[config.mk]
export PLATFORM = sky130hd
export DESIGN_NAME = spi_slave_axi_rx_fifo
export DESIGN_NICKNAME = d
export VERILOG_FILES = /design/src/rtl/spi_slave_axi_rx_fifo.sv
export SDC_FILE = /design/constraint.sdc
export NUM_CORES = 1
export LEC_CHECK = 0
export CORE_MARGIN = 8
export CORE_UTILIZATION = 25
export CTS_CLUSTER_SIZE = 10
export DETAILED_ROUTE_END_ITERATION = 12
export PLACE_DENSITY = 0.5
export SETUP_SLACK_MARGIN = 0.2
export SLEW_MARGIN = 20
export SYNTH_ARGS = -nofsm -noshare
export SYNTH_HDL_FRONTEND = slang
export SYNTH_SLANG_ARGS = --single-unit
[constraint.sdc]
create_clock -name axi_aclk -period 4.26 [get_ports axi_aclk]
set_clock_uncertainty 0.05 [all_clocks]
set_input_delay 0.852 -clock axi_aclk [delete_from_list [all_inputs] [get_ports axi_aclk]]
set_output_delay 0.852 -clock axi_aclk [all_outputs]
set_load 0.02 [all_outputs]
[src/rtl/spi_slave_axi_rx_fifo.sv]
// First-word-fall-through receive FIFO between the SPI RX clock crossing and the AXI write engine.
// Tracks occupancy and an almost-full warning, and keeps sticky overflow and drop statistics.
module spi_slave_axi_rx_fifo #(
    parameter int DATA_WIDTH = 32,
    parameter int DEPTH      = 8,
    parameter int AF_THRESH  = 2
) (
    input  logic                      axi_aclk,
    input  logic                      axi_aresetn,
    input  logic                      flush_i,
    input  logic [DATA_WIDTH-1:0]     in_data_i,
    input  logic                      in_valid_i,
    output logic                      in_ready_o,
    output logic [DATA_WIDTH-1:0]     out_data_o,
    output logic                      out_valid_o,
    input  logic                      out_ready_i,
    output logic [$clog2(DEPTH):0]    count_o,
    output logic                      almost_full_o,
    output logic                      overflow_o,
    output logic [15:0]               drop_cnt_o,
    input  logic                      ovf_clr_i
);

    localparam int PTR_W = $clog2(DEPTH);
    localparam int CNT_W = PTR_W + 1;
    localparam logic [CNT_W-1:0] DEPTH_C = CNT_W'(DEPTH);
    localparam logic [CNT_W-1:0] AF_C    = CNT_W'(AF_THRESH);

    logic [DATA_WIDTH-1:0] mem_q [DEPTH];

    logic [PTR_W-1:0] wr_ptr_q, wr_ptr_d;
    logic [PTR_W-1:0] rd_ptr_q, rd_ptr_d;
    logic [CNT_W-1:0] count_q, count_d;
    logic             almost_full_q, almost_full_d;
    logic             overflow_q, overflow_d;
    logic [15:0]      drop_cnt_q, drop_cnt_d;

    logic full, empty, push, pop, drop;

    assign full  = (count_q == DEPTH_C);
    assign empty = (count_q == '0);
    assign push  = in_valid_i & ~full;
    assign pop   = out_ready_i & ~empty;
    assign drop  = in_valid_i & full;

    always_comb begin
        wr_ptr_d = wr_ptr_q;
        rd_ptr_d = rd_ptr_q;
        count_d  = count_q;
        if (flush_i) begin
            wr_ptr_d = '0;
            rd_ptr_d = '0;
            count_d  = '0;
        end else begin
            if (push) wr_ptr_d = wr_ptr_q + PTR_W'(1);
            if (pop)  rd_ptr_d = rd_ptr_q + PTR_W'(1);
            case ({push, pop})
                2'b10:   count_d = count_q + CNT_W'(1);
                2'b01:   count_d = count_q - CNT_W'(1);
                default: count_d = count_q;
            endcase
        end
        // Registered flag reflects the occupancy the FIFO will have after this edge.
        almost_full_d = ((DEPTH_C - count_d) <= AF_C);
    end

    // Drops are counted even during flush; a clear in the same cycle wins.
    always_comb begin
        overflow_d = overflow_q;
        drop_cnt_d = drop_cnt_q;
        if (ovf_clr_i) begin
            overflow_d = 1'b0;
            drop_cnt_d = '0;
        end else if (drop) begin
            overflow_d = 1'b1;
            if (drop_cnt_q != 16'hFFFF) drop_cnt_d = drop_cnt_q + 16'd1;
        end
    end

    always_ff @(posedge axi_aclk or negedge axi_aresetn) begin
        if (!axi_aresetn) begin
            wr_ptr_q      <= '0;
            rd_ptr_q      <= '0;
            count_q       <= '0;
            almost_full_q <= 1'b0;
            overflow_q    <= 1'b0;
            drop_cnt_q    <= '0;
        end else begin
            wr_ptr_q      <= wr_ptr_d;
            rd_ptr_q      <= rd_ptr_d;
            count_q       <= count_d;
            almost_full_q <= almost_full_d;
            overflow_q    <= overflow_d;
            drop_cnt_q    <= drop_cnt_d;
        end
    end

    // Storage carries no reset; valid entries are defined solely by the pointers and count.
    always_ff @(posedge axi_aclk) begin
        if (push && !flush_i) mem_q[wr_ptr_q] <= in_data_i;
    end

    assign in_ready_o    = ~full;
    assign out_valid_o   = ~empty;
    assign out_data_o    = mem_q[rd_ptr_q];
    assign count_o       = count_q;
    assign almost_full_o = almost_full_q;
    assign overflow_o    = overflow_q;
    assign drop_cnt_o    = drop_cnt_q;

endmodule

==> flow_metrics.env, run 1 <==
export IMPL_status="complete, no violations"
export IMPL_ys_flop_type="edfxtp_1"
export IMPL_r2r_start="count_o[2]"
export IMPL_cts_setup_buffers=0
export IMPL_nNetsFinal=728
export IMPL_hold_viol=0
export IMPL_switching_share=0.272
export IMPL_pwr_share_clk=0.351
export IMPL_hpwl_mm=14.9
export IMPL_endpoint_kind="output pin"
export IMPL_ant_nets=0
export IMPL_most_common_layout_cells="256 x edfxtp_1, 93 x clkdlybuf4s50_1, 64 x mux4_2"
export IMPL_cts_sinks=284
export IMPL_p_int_mw=5.89
export IMPL_r2r_setup_slack_ns=0.89
export IMPL_drt_pass1_iter_count=4
export IMPL_wl_per_cell_um=19.9
export IMPL_place_congestion=0.723
export IMPL_switchingPower_mw=2.21
export IMPL_io_pins=94
export IMPL_die_w_um=228
export IMPL_cts_buffers=36
export IMPL_drt_initial_drc_count=285
export IMPL_syn_nets=600
export IMPL_timing_final_crit_share=0.873
export IMPL_tns_ns=0
export IMPL_rsz0062_at_grt="no"
export IMPL_grtUsageTotal=0.0989
export IMPL_fmax_mhz=269
export IMPL_hold_end="overflow_o"
export IMPL_grt_pass1_vias=6136
export IMPL_wl_met3_mm=1.44
export IMPL_rows=78
export IMPL_clk_pin_slew_ns=0.06
export IMPL_critPathArrivalTime_ns=2.82
export IMPL_period_needed_ns=3.72
export IMPL_slew_violations=0
export IMPL_post_dp_cell_area_mm2=0.0132
export IMPL_slew_limit_headroom=0.558
export IMPL_synth_avg_cell_area_um2=20.3
export IMPL_maxCapViolCount=0
export IMPL_reg2reg_depth=10
export IMPL_io_buffers=93
export IMPL_cts_hold_buf=0
export IMPL_overflow=0
export IMPL_area_delta_synth_final_pct=26.2
export IMPL_die_h_um=228
export IMPL_grt_max_degree=35
export IMPL_p_comb_frac=0.244
export IMPL_tightest_slew_ns=0.663
export IMPL_cts_resized=0
export IMPL_critPathKind="register to output pin"
export IMPL_wirelength_mm=25.8
export IMPL_postSynthRegisterBits=284
export IMPL_yosysSeqAreaShare=0.744
export IMPL_ys_warnings_count=0
export IMPL_fillers=4327
export IMPL_htreeDepth=2
export IMPL_top_layer="met5"
export IMPL_core_mm2=0.0450
export IMPL_critical_path_startpoint_type="register"
export IMPL_netlist_area_mm2=0.0113
export IMPL_cts_tree="yes"
export IMPL_initial_core_util=0.251
export IMPL_drt_vias_per_instance=4.24
export IMPL_met1_length_mm=11.6
export IMPL_route_vias_total=5510
export IMPL_n_antenna_cell=0
export IMPL_synthCells=555
export IMPL_grt_pass1_wl_mm=39.3
export IMPL_power_density_mw_per_mm2=569
export IMPL_setup_viol=0
export IMPL_dr_wl_met2_mm=12.3
export IMPL_drc_errors=0
export IMPL_dieArea_mm2=0.0522
export IMPL_stdcell_area_mm2=0.0142
export IMPL_hp_class="register to register"
export IMPL_r2r_end="almost_full_o"
export IMPL_final_common_cell="edfxtp_1"
export IMPL_hold_start="overflow_o"
export IMPL_synth_edf_count=256
export IMPL_hold_depth=2
export IMPL_antenna_found_initial=1
export IMPL_critPathRequiredTime_ns=3.36
export IMPL_power_frac_seq=0.405
export IMPL_drive_gt1_frac=0.267
export IMPL_p_leak_nw=4.55
export IMPL_cts_root_buf="clkbuf_16"
export IMPL_async_flop_share=0.0986
export IMPL_clk_latency_ns=0.54
export IMPL_ir_worst_vdd_mv=0.297
export IMPL_ys_types=45
export IMPL_clk_path_buf_depth=3
export IMPL_cp_max_fo=32
## per-layer routing
metal	up-vias	track usage
li1	2484	-
met1	2874	0.126
met2	110	0.160
met3	40	0.0325
met4	2	0.0283
met5	-	0
## kinds of logic (layout without fill, tap and decap cells)
group,count (synthesis),in the layout,share of synthesized area
mux,99,99,0.162
fa+ha+maj,7,7,0.00777
simple gates,91,91,0.0397
compound gates,20,20,0.0152
flops,284,284,0.744
xor+xnor,23,23,0.0191
buf+inv,31,176,0.0121
## through the flow
| step | power, mW | hold WS, ns | setup WS, ns | instances | utilization |
|---|---|---|---|---|---|
| 2_1_floorplan | 4.62 | 0.496 | 0.238 | 555 | - |
| 3_3_place_gp | 5.38 | 0.441 | 0.419 | 1245 | 0.292 |
| 3_5_place_dp | 5.37 | 0.447 | 0.383 | 1245 | 0.292 |
| 4_1_cts | 8.28 | 0.465 | 0.433 | 1300 | 0.316 |
| 5_1_grt | 8.50 | 0.484 | 0.387 | 1300 | 0.316 |
| 6_report | 8.10 | 0.476 | 0.539 | 1300 | 0.316 |
## cell usage after synthesis (3+ instances only)
master    number  area [um^2]
edfxtp_1     256         7690
mux4_2        64         1440
nor2_1        35          131
mux2_2        32          360
dfrtp_1       28          701
nand2_1       15         56.3
xor2_1        12          105
nand3_1       11         55.1
clkbuf_1      10         37.5
xnor2_1       10         87.6
buf_2          7         35.0
ha_1           7         87.6
inv_1          7         26.3
a21oi_1        6         30.0
and3_1         5         31.3
buf_1          5         18.8
nor3_1         5         25.0
nand2b_1       4         25.0
mux2i_1        3         30.0
nor2b_1        3         18.8
## layout make-up
type / instances / area (um^2) / share of cell area
sequential: 284 / 8400 / 0.590
multi-input combinational: 240 / 2820 / 0.198
timing repair buffer: 114 / 1160 / 0.0817
clock buffer: 46 / 958 / 0.0673
tap: 600 / 751 / 0.0527
clock inverter: 9 / 124 / 0.00870
inverter: 7 / 26.3 / 0.00185
## registers in the layout, indices dropped and copies added (netlist names)
register and cells:
count_o 4, almost_full_o 1, rd_ptr_q 3, wr_ptr_q 3
mem_q 256, drop_cnt_o 16, overflow_o 1
## power groups by stage
stage	clock network [mW]	logic, mW	registers (mW)
2_1_floorplan	0	1.33	3.29
3_3_place_gp	0	2.04	3.33
3_5_place_dp	0	2.03	3.34
4_1_cts	2.95	2.05	3.28
5_1_grt	3.05	2.15	3.29
6_report	2.84	1.98	3.28
## worst max-delay path: stages (launching register included)
cell and delay [ns]:
dfrtp_4 0.75, buf_12 0.29, mux4_2 0.34, mux2_2 0.31, clkdlybuf4s50_1 0.55
## how the worst max path moves through the flow
| stage | from | end | slack [ns] | cells past startpoint |
|---|---|---|---|---|
| after floorplan | count_o[1] | mem_q[1][0] | 0.24 | 7 |
| after global placement | in_valid_i | almost_full_o | 0.42 | 10 |
| after detailed placement | in_valid_i | almost_full_o | 0.38 | 10 |
| after CTS | rd_ptr_q[1] | out_data_o[2] | 0.43 | 4 |
| after global routing | rd_ptr_q[1] | out_data_o[2] | 0.39 | 4 |
| final | rd_ptr_q[1] | out_data_o[2] | 0.54 | 4 |
Note: power is estimated with default switching activity, not from simulation.
==> inputs of run 2 (changes only) <==
--- a/config.mk
+++ b/config.mk
@@ -5,6 +5,7 @@
 export SDC_FILE = /design/constraint.sdc
 export NUM_CORES = 1
 export LEC_CHECK = 0
+export CORE_ASPECT_RATIO = 0.8
 export CORE_MARGIN = 8
 export CORE_UTILIZATION = 25
 export CTS_CLUSTER_SIZE = 10
==> run 2 against run 1 <==
Against the previous run:
- sequential power about the same
- non-clock buffer count decreased by 3
- hold slack got worse by 0.20 ns
- sequential share of layout area increased by 0.47 points
- register-to-register slack got worse by 0.04 ns
- die area about the same
- fmax decreased by 2.5%
- utilization increased by 0.13 points
- total power decreased by 3.2%
- largest cell class unchanged
==> flow_metrics.env, run 2 (same netlist as run 1, synthesis figures left out) <==
export IMPL_cts_hold_buf=0
export IMPL_rsz0062_at_grt="no"
export IMPL_drc_errors=0
export IMPL_period_needed_ns=3.82
export IMPL_setup_viol=0
export IMPL_hp_class="input port to async pin"
export IMPL_core_mm2=0.0445
export IMPL_drt_initial_drc_count=268
export IMPL_power_density_mw_per_mm2=555
export IMPL_critPathArrivalTime_ns=2.92
export IMPL_grt_pass1_wl_mm=38.5
export IMPL_cts_root_buf="clkbuf_16"
export IMPL_total_power_mw=7.84
export IMPL_die_w_um=253
export IMPL_hpwl_mm=14.7
export IMPL_critPathKind="register to output pin"
export IMPL_final_common_cell="edfxtp_1"
export IMPL_largest_register_ffs=256
export IMPL_drive_gt1_frac=0.256
export IMPL_tightest_slew_ns=0.661
export IMPL_grt_pass1_vias=5910
export IMPL_place_congestion=0.678
export IMPL_slew_limit_headroom=0.558
export IMPL_overflow=0
export IMPL_wirelength_mm=25.3
export IMPL_status="complete, no violations"
export IMPL_area_delta_synth_final_pct=25.2
export IMPL_clk_path_buf_depth=3
export IMPL_n_antenna_cell=0
export IMPL_hold_viol=0
export IMPL_ant_nets=0
export IMPL_clk_pin_slew_ns=0.06
export IMPL_slew_violations=0
export IMPL_die_h_um=206
export IMPL_tns_ns=0
export IMPL_cts_tree="yes"
export IMPL_fillers=4276
export IMPL_most_common_layout_cells="256 x edfxtp_1, 92 x clkdlybuf4s50_1, 64 x mux4_2"
export IMPL_grtUsageTotal=0.0977
export IMPL_route_vias_total=5475
export IMPL_io_pins=94
export IMPL_grt_max_degree=41
export IMPL_critPathRequiredTime_ns=3.36
export IMPL_initial_core_util=0.254
export IMPL_wl_per_cell_um=19.5
export IMPL_drt_vias_per_instance=4.22
export IMPL_dieArea_mm2=0.0522
export IMPL_maxCapViolCount=0
export IMPL_r2r_setup_slack_ns=0.85
export IMPL_fmax_mhz=262
export IMPL_hold_ws_ns=0.279
export IMPL_endpoint_kind="output pin"
export IMPL_htreeDepth=2
export IMPL_cp_max_fo=23
export IMPL_critical_path_startpoint_type="register"
export IMPL_ir_worst_vdd_mv=0.236
export IMPL_rows=69
export IMPL_nNetsFinal=724
export IMPL_timing_final_crit_share=0.896
export IMPL_clk_latency_ns=0.52
export IMPL_cts_setup_buffers=0
export IMPL_antenna_found_initial=2
export IMPL_post_dp_cell_area_mm2=0.0131
export IMPL_p_leak_nw=4.48
export IMPL_cts_sinks=284
export IMPL_cts_resized=0
export IMPL_final_util=0.318
export IMPL_io_buffers=93
export IMPL_drt_pass1_iter_count=4
export IMPL_regMostFlops="mem_q"
export IMPL_stdcell_area_mm2=0.0141
export IMPL_cts_buffers=35
run 2: changes by cell type in the layout (fill, tap and decap cells not counted), sizes merged:
cell / change
buf: -2
bufinv: -2
clkbuf: -1
clkdlybuf4s50: -1
clkinvlp: +1
inv: -1
run 2: area by class of cell:
cell class / count / area (um^2) / area share
clock inverter: 7 / 47.5 / 0.00337
clock buffer: 45 / 935 / 0.0662
multi-input combinational: 240 / 2820 / 0.199
sequential: 284 / 8400 / 0.595
inverter: 7 / 26.3 / 0.00186
tap: 603 / 754 / 0.0534
timing repair buffer: 111 / 1150 / 0.0813
run 2: path summary, 6_finish.rpt:
check | startpoint | to | cells past startpoint
setup / recovery | rd_ptr_q[0] | out_data_o[26] | 4
hold / removal | axi_aresetn | almost_full_o | 1
setup reg to reg | count_o[1] | almost_full_o | 10
hold reg to reg | overflow_o | overflow_o | 2
max in group asynchronous | axi_aresetn | drop_cnt_o[4] | 2
min in group axi_aclk | overflow_o | overflow_o | 2
run 2: worst max-delay path, cell delays in order, from the launching register on:
cell and delay [ns]:
dfrtp_4 0.47, buf_4 0.46, mux4_2 0.56, mux2_2 0.34, clkdlybuf4s50_1 0.56
run 2: layer usage:
metal,GRT usage,part of all wire,vias up
met5,0,0.0012,-
met4,0.0267,0.019,4
met3,0.0265,0.053,39
met2,0.154,0.46,117
met1,0.132,0.47,2830
li1,-,-,2485
run 2: power breakdown:
part           switching, mW  internal (mW)
clock                   1.06           1.53
sequential             0.117           3.17
combinational          0.950           1.01
total                   2.13           5.70
run 2: per-stage QoR:
| step | setup slack [ns] | cells |
|---|---|---|
| after floorplan | 0.238 | 555 |
| after global placement | 0.523 | 1245 |
| after detailed placement | 0.449 | 1245 |
| after CTS | 0.370 | 1297 |
| after global routing | 0.289 | 1297 |
| final | 0.442 | 1297 |
